$ cat config.mk
export PLATFORM = sky130hd
export DESIGN_NAME = microsequencer
export DESIGN_NICKNAME = d
export VERILOG_FILES = /design/src/rtl/microsequencer.sv
export SDC_FILE = /design/constraint.sdc
export NUM_CORES = 1
export LEC_CHECK = 0
export ABC_AREA = 1
export CAP_MARGIN = 20
export CELL_PAD_IN_SITES_DETAIL_PLACEMENT = 1
export CELL_PAD_IN_SITES_GLOBAL_PLACEMENT = 2
export CORE_ASPECT_RATIO = 0.75
export CORE_MARGIN = 2
export CORE_UTILIZATION = 23
export CTS_BUF_LIST = sky130_fd_sc_hd__clkbuf_2 sky130_fd_sc_hd__clkbuf_4 sky130_fd_sc_hd__clkbuf_8
export CTS_CLUSTER_SIZE = 8
export DETAILED_ROUTE_END_ITERATION = 8
export PLACE_DENSITY_LB_ADDON = 0.08
export SLEW_MARGIN = 20
export SYNTH_ARGS = -nofsm -noshare
export SYNTH_HDL_FRONTEND = slang
export SYNTH_SLANG_ARGS = --single-unit
export TNS_END_PERCENT = 10
$ cat constraint.sdc
create_clock -name clk -period 2.9 [get_ports clk]
set_input_delay 0.58 -clock clk [delete_from_list [all_inputs] [get_ports clk]]
set_output_delay 0.58 -clock clk [all_outputs]
set_load 0.02 [all_outputs]
$ cat src/rtl/microsequencer.sv
// rtl/microsequencer.sv - next-address sequencer for the microprogrammed control unit
// Optional feature macro: USEQ_STACK_EN (micro-subroutine return stack, mode 111, us_push)
module microsequencer #(
    parameter int                ADDR_W      = 8,
    parameter int                NCOND       = 4,
    parameter int                STACK_DEPTH = 4,
    parameter logic [ADDR_W-1:0] RESET_ADDR  = '0
) (
    input  logic                             clk,
    input  logic                             rst_n,
    input  logic [ADDR_W-1:0]                enc_addr,
    input  logic [ADDR_W-1:0]                cr,
    input  logic [2:0]                       n_sel,
    input  logic [$clog2(NCOND)-1:0]         cond_sel,
    input  logic                             inv,
    input  logic [NCOND-1:0]                 cond,
    input  logic                             us_push,
    input  logic                             stall,
    output logic [ADDR_W-1:0]                uaddr,
    output logic [ADDR_W-1:0]                next_uaddr,
    output logic [$clog2(STACK_DEPTH):0]     stk_depth,
    output logic                             stk_err
);

    localparam int                SD_W     = $clog2(STACK_DEPTH) + 1;
    localparam logic [ADDR_W-1:0] ADDR_ONE = ADDR_W'(1);

    logic              c;
    logic [ADDR_W-1:0] inc;
    logic              take_cr;
    logic              do_pop;

    assign c   = cond[cond_sel] ^ inv;
    assign inc = uaddr + ADDR_ONE;

`ifdef USEQ_STACK_EN
    localparam int               IDX_W  = (STACK_DEPTH > 1) ? $clog2(STACK_DEPTH) : 1;
    localparam logic [SD_W-1:0]  SD_ONE = SD_W'(1);
    localparam logic [SD_W-1:0]  SD_FULL = SD_W'(STACK_DEPTH);

    logic [ADDR_W-1:0] stack_mem [STACK_DEPTH];
    logic [SD_W-1:0]   depth;
    logic              err;
    logic              stk_empty;
    logic              stk_full;
    logic              push_req;
    logic [IDX_W-1:0]  top_idx;
    logic [IDX_W-1:0]  wr_idx;

    assign stk_empty = (depth == '0);
    assign stk_full  = (depth == SD_FULL);
    assign top_idx   = IDX_W'(depth - SD_ONE);
    assign wr_idx    = IDX_W'(depth);
    assign push_req  = us_push & take_cr;
    assign stk_depth = depth;
    assign stk_err   = err;
`else
    logic unused_nostack;

    // Without the stack, us_push has no effect; tie the stack status off.
    assign unused_nostack = us_push;
    assign stk_depth      = '0;
    assign stk_err        = 1'b0;
`endif

    // Next-address decode from the mode field and the selected condition.
    always_comb begin
        next_uaddr = RESET_ADDR;
        take_cr    = 1'b0;
        do_pop     = 1'b0;
        case (n_sel)
            3'b000: next_uaddr = enc_addr;
            3'b001: next_uaddr = RESET_ADDR;
            3'b010: begin
                next_uaddr = cr;
                take_cr    = 1'b1;
            end
            3'b011: next_uaddr = inc;
            3'b100: begin
                next_uaddr = c ? cr : enc_addr;
                take_cr    = c;
            end
            3'b101: begin
                next_uaddr = c ? cr : inc;
                take_cr    = c;
            end
            3'b110: next_uaddr = c ? inc : uaddr;
            default: begin
`ifdef USEQ_STACK_EN
                do_pop     = 1'b1;
                next_uaddr = stk_empty ? RESET_ADDR : stack_mem[top_idx];
`else
                next_uaddr = RESET_ADDR;
`endif
            end
        endcase
    end

    // Current microaddress register; stall freezes it.
    always_ff @(posedge clk or negedge rst_n) begin
        if (!rst_n) begin
            uaddr <= RESET_ADDR;
        end else if (!stall) begin
            uaddr <= next_uaddr;
        end
    end

`ifdef USEQ_STACK_EN
    // Stack occupancy and sticky error; overflow drops the push, underflow pops nothing.
    always_ff @(posedge clk or negedge rst_n) begin
        if (!rst_n) begin
            depth <= '0;
            err   <= 1'b0;
        end else if (!stall) begin
            if (push_req) begin
                if (stk_full) begin
                    err <= 1'b1;
                end else begin
                    depth <= depth + SD_ONE;
                end
            end else if (do_pop) begin
                if (stk_empty) begin
                    err <= 1'b1;
                end else begin
                    depth <= depth - SD_ONE;
                end
            end
        end
    end

    // Return-address storage; contents are don't-care after reset.
    always_ff @(posedge clk) begin
        if (!stall && push_req && !stk_full) begin
            stack_mem[wr_idx] <= inc;
        end
    end
`else
    logic unused_pop;

    // Pop requests have no target without the stack.
    assign unused_pop = do_pop ^ take_cr;
`endif

endmodule

Word-level counts from Yosys, hierarchy flattened
Cells that the tools add are included.

Word-level logic and storage cells: 16. Bits of input ports: 30. Output and inout port bits: 20. Flip-flop bits (word level): 8.

Magnitude comparators: 1. Muxes and demuxes: 6. Bitwise operators: 1. $add $sub $neg: 1. Reductions and logical operators: 1. Eq/ne operators: 5.

Operators with widths (number): 8-bit case mux with 6 select lines (1); 8-bit two-way mux (3); 3-bit == test (second input constant) (3); 8-bit by 1-bit adder with 8-bit output (second input constant) (1); 3-bit by 2-bit == test with 1-bit output (second input constant) (2); 3-bit zero test (1); 2-bit by 3-bit < comparator with 1-bit output (second input constant) (1); 1-bit binary-select mux with 2-bit select (1); 1-bit two-way mux (1); 1-bit XOR (1).

Logic depth before layout (Yosys ltp)
Depth in word-level cells: 5. Gate-level depth with buffers: 13. Depth with buffers taken out: 12.

Worst setup path after synthesis
No wires, ideal clock.

Kind: input to output. From: in cond_sel[0]. To: out next_uaddr[6]. Slack: 871 ps. Stages: 10. Data arrival time: 1449 ps. Buffers on the path: 1. Data required time: 2320 ps. Path through: inv_1 nand2_1 nand3_2 nand3_2 nand2_4 buf_6 nand3_1 o21ai_1 nor2_1 nand2_1.

Longest elaborated chain between the ends: 5.

RTL lines: from (decl) (line 14) `input logic [$clog2(NCOND)-1:0] cond_sel,`; 1-bit binary-select mux with 2-bit select * (line 33) `assign c = cond[cond_sel] ^ inv;`; 1-bit two-way mux (implied by the code) * (line 33); 1-bit XOR * (line 33); 8-bit two-way mux, on equally long branches (line 87, 80, 84); 8-bit case mux with 6 select lines * (line 71) `case (n_sel)`; to (decl) (line 20) `output logic [ADDR_W-1:0] next_uaddr,`.

Mark *: on every way between the ends. The rest lies on a longest branch, timed or not. The select of a mux whose other input is x is not followed.

Final worst setup path
From: in cond_sel[0]. To: out next_uaddr[2].

The elaborated chain is that of the path after synthesis.

==> out/qor.txt <==
outcome: finished clean
site row count: 21
Placed Area: 1740 um2
P per Cell Area: 348 nW/um2
DIE WIDTH: 84.4 um
GR Layer Usage met3: 3.10%
Ys Warns: 0
clock slew at reported path FFs: 40 ps
Post-CTS Setup Bufs: 0
Critical-path top delay cell: clkdlybuf4s50_1
Clock Skew: 1.36 ps
Crit Path Category: input port to output pin
Via density: 4.52
met1 GRT Util: 19.7%
Antenna Nets Post-Route: 0
sequential share of the synthesized area: 17.9%
Min-Delay Endpoint: uaddr[5]$_DFFE_PN0N_
Synth Cell Area: 1120 um2
Netlist cell types: 30
Initial Util: 24.4%
final hold violations: 0
gr ovfl total: 0
Hold Path Stages: 2
post-route minimum period: 2820 ps
initial drt markers: 35
Reg with most FFs: uaddr
# clock sinks: 8
Worst-Skew Late Latency: 220 ps
f_max: 354 MHz
core area: 4570 um2
placed cell count: 297
RSZ-0062 raised after global routing: yes
via count: 1,356
clk buf depth: 2
Root Buffer: clkbuf_8
port bufs: 44
Worst setup SP type: input port
max incr delay on CP: 510 ps
CP bufs+invs: 4
min-delay src: uaddr[5]$_DFFE_PN0N_
Avg Inst Size Synth: 6.24 um2
Fillers: 586
fraction of layout cells with a size suffix above 1: 26.7%
Finished Layout Cells: 300
GPL Wtd Cong: 0.782
max-slew violation count: 0
CP endpoint kind: output pin
die area: 5430 um2
biggest registers after layout: uaddr x8
Peak VDD IR: 0.000169 V
final setup fails: 0
cts bufs inserted: 3
CP top delay family: buffers and inverters
H-Tree Level Count: 1
n_diodes: 0
final instance area: 1780 um2
Mapped Cells: 179
worst path required time: 2320 ps
antenna violations before repair: 0
CP arrival: 2240 ps
vias in the first global route: 1,403
area grow syn2layout: 59.5%
DP Worst Slack: -389 ps
Post-Route WL: 3850 um
met2 GRT Util: 26.4%
fin crit share: 97.3%
Max Cap Violations: 0
DP Wirelength: 3330 um
Fin Hold WS: 559 ps
most used routing layer: met2
Die Ht: 64.3 um
first-pass GRT wire length: 6520 um
CP Cell Sequence: clkdlybuf4s50_1, inv_1, nand2_1, nand3_2, nand2_2, nand2_1, nand2_4, buf_4, nand2_1, nand3_1, nand4_2, buf_2
R2R Setup Slk: 1130 ps
r2r worst-path depth: 10
most frequent CP cell: nand2_1
Post-CTS Hold Buffers: 0
DRC violations left: 0
DR WL/cell: 12.8 um
largest net degree at the start of global routing: 10
fin nets: 276
flip-flop count of the largest register after layout: 8
Overall Power: 620 uW
Tot GR Track Use: 15.1%
Max FO, Critical Path: 7
TritonRoute pass-1 iters: 4
Lkg Pwr: 0.891 nW
Final WS setup: 77.1 ps
r2r endpoint: uaddr[6]$_DFFE_PN0N_
# IOs: 50
Hold Path Class: flip-flop to flip-flop
Synth Register Bits: 8
worst r2r src: uaddr[1]$_DFFE_PN0N_
CTS tree: built
## placed cells by master, fill, tap and decap left out
master | synthesis | layout
conb_1 | 1 | 4
nand3_4 | 1 | 1
xor2_1 | 3 | 3
a21oi_2 | 1 | 1
buf_4 | 4 | 22
inv_1 | 18 | 18
buf_12 | 1 | 1
xnor2_1 | 1 | 1
nand4_1 | 2 | 2
o21ai_2 | 0 | 1
nor2_1 | 6 | 6
nand2_1 | 76 | 73
o21ai_0 | 2 | 2
buf_2 | 0 | 4
a21oi_1 | 2 | 2
nor3_2 | 2 | 3
clkbuf_8 | 0 | 3
nor2_2 | 1 | 1
nand2_4 | 3 | 4
clkdlybuf4s50_1 | 0 | 36
clkinv_1 | 1 | 1
nand3_2 | 8 | 10
nand3_1 | 20 | 18
clkinv_2 | 1 | 1
nor3_4 | 1 | 1
inv_2 | 2 | 2
ha_1 | 1 | 1
o21ai_1 | 3 | 2
nand4_2 | 4 | 4
nand2_2 | 3 | 5
dfrtp_1 | 8 | 8
clkbuf_2 | 0 | 1
o21bai_1 | 1 | 1
## final cells by class
| class | count | area [um2] | area share [%] |
|---|---|---|---|
| inverter | 22 | 83.8 | 4.71 |
| multi-input combinational | 146 | 813 | 45.7 |
| sequential | 8 | 200 | 11.2 |
| tap | 57 | 71.3 | 4.01 |
| timing repair buffer | 64 | 571 | 32.0 |
| clock buffer | 3 | 41.3 | 2.32 |
## stage by stage
step	TNS [ps]	util [%]
after CTS	0	39.2
final	0	38.9
after global routing	-143	38.9
after global placement	-2160	38.1
after floorplan	0	-
after detailed placement	-2810	38.1
## synth_stat cells
library cell,number,area (um2)
clkinv_2,1,5.00
clkinv_1,1,3.75
nand3_4,1,17.5
inv_1,18,67.6
dfrtp_1,8,200
o21bai_1,1,7.51
a21oi_2,1,8.76
a21oi_1,2,10.0
nand2_1,76,285
nand4_1,2,12.5
nand4_2,4,50.1
buf_4,4,30.0
buf_12,1,20.0
xor2_1,3,26.3
inv_2,2,7.51
nor2_1,6,22.5
nand2_2,3,18.8
nand3_2,8,80.1
o21ai_0,2,10.0
ha_1,1,12.5
nor3_1,1,5.00
o21ai_1,3,15.0
nand3_1,20,100
nand2_4,3,33.8
xnor2_1,1,8.76
nor3_2,2,20.0
nor2_2,1,6.26
nor3_4,1,16.3
conb_1,1,3.75
buf_6,1,11.3
## worst max path at each step
stage                                to        start  cells after the start  slack, ps
after CTS                 next_uaddr[7]  cond_sel[0]                     12          1
after global routing      next_uaddr[2]  cond_sel[0]                     12        -80
after floorplan           next_uaddr[6]  cond_sel[0]                     10        870
after detailed placement  next_uaddr[2]  cond_sel[0]                     12       -390
after global placement    next_uaddr[3]  cond_sel[0]                     12       -300
final                     next_uaddr[2]  cond_sel[0]                     12         80
## repair_timing
action / 4_1_cts / 5_1_grt
pin swaps: 0 / 1
endpoints found under the setup margin: 8 / 8
resized for setup: 25 / 17
## worst min-delay path, delay by kind of cell (launching register included)
kind	cells	cell delay (ps)
simple gates	2	130
flops	1	400
## power by group
group          internal, mW  switching (mW)
registers             0.129          0.0273
logic                 0.154           0.180
clock network        0.0896          0.0405
total                 0.373           0.248
## per-layer routing
metal | share of wire [%] | wire length (um) | vias up
met3 | 4.4 | 168 | 2
met2 | 48 | 1840 | 30
li1 | - | - | 693
met4 | 0.39 | 15 | 0
met1 | 47 | 1830 | 631
met5 | 0 | 0 | -
## kinds of logic after synthesis
kind of cell | count (synthesis) | share of synthesized area [%]
AO/OA/AOI/OAI | 9 | 4.60
XOR/XNOR | 4 | 3.14
adder cells (fa/ha/maj) | 1 | 1.12
buffers and inverters | 28 | 13.0
flip-flops | 8 | 17.9
other | 1 | 0.336
AND/OR/NAND/NOR | 128 | 59.9
(Power assumes the default switching activity.)
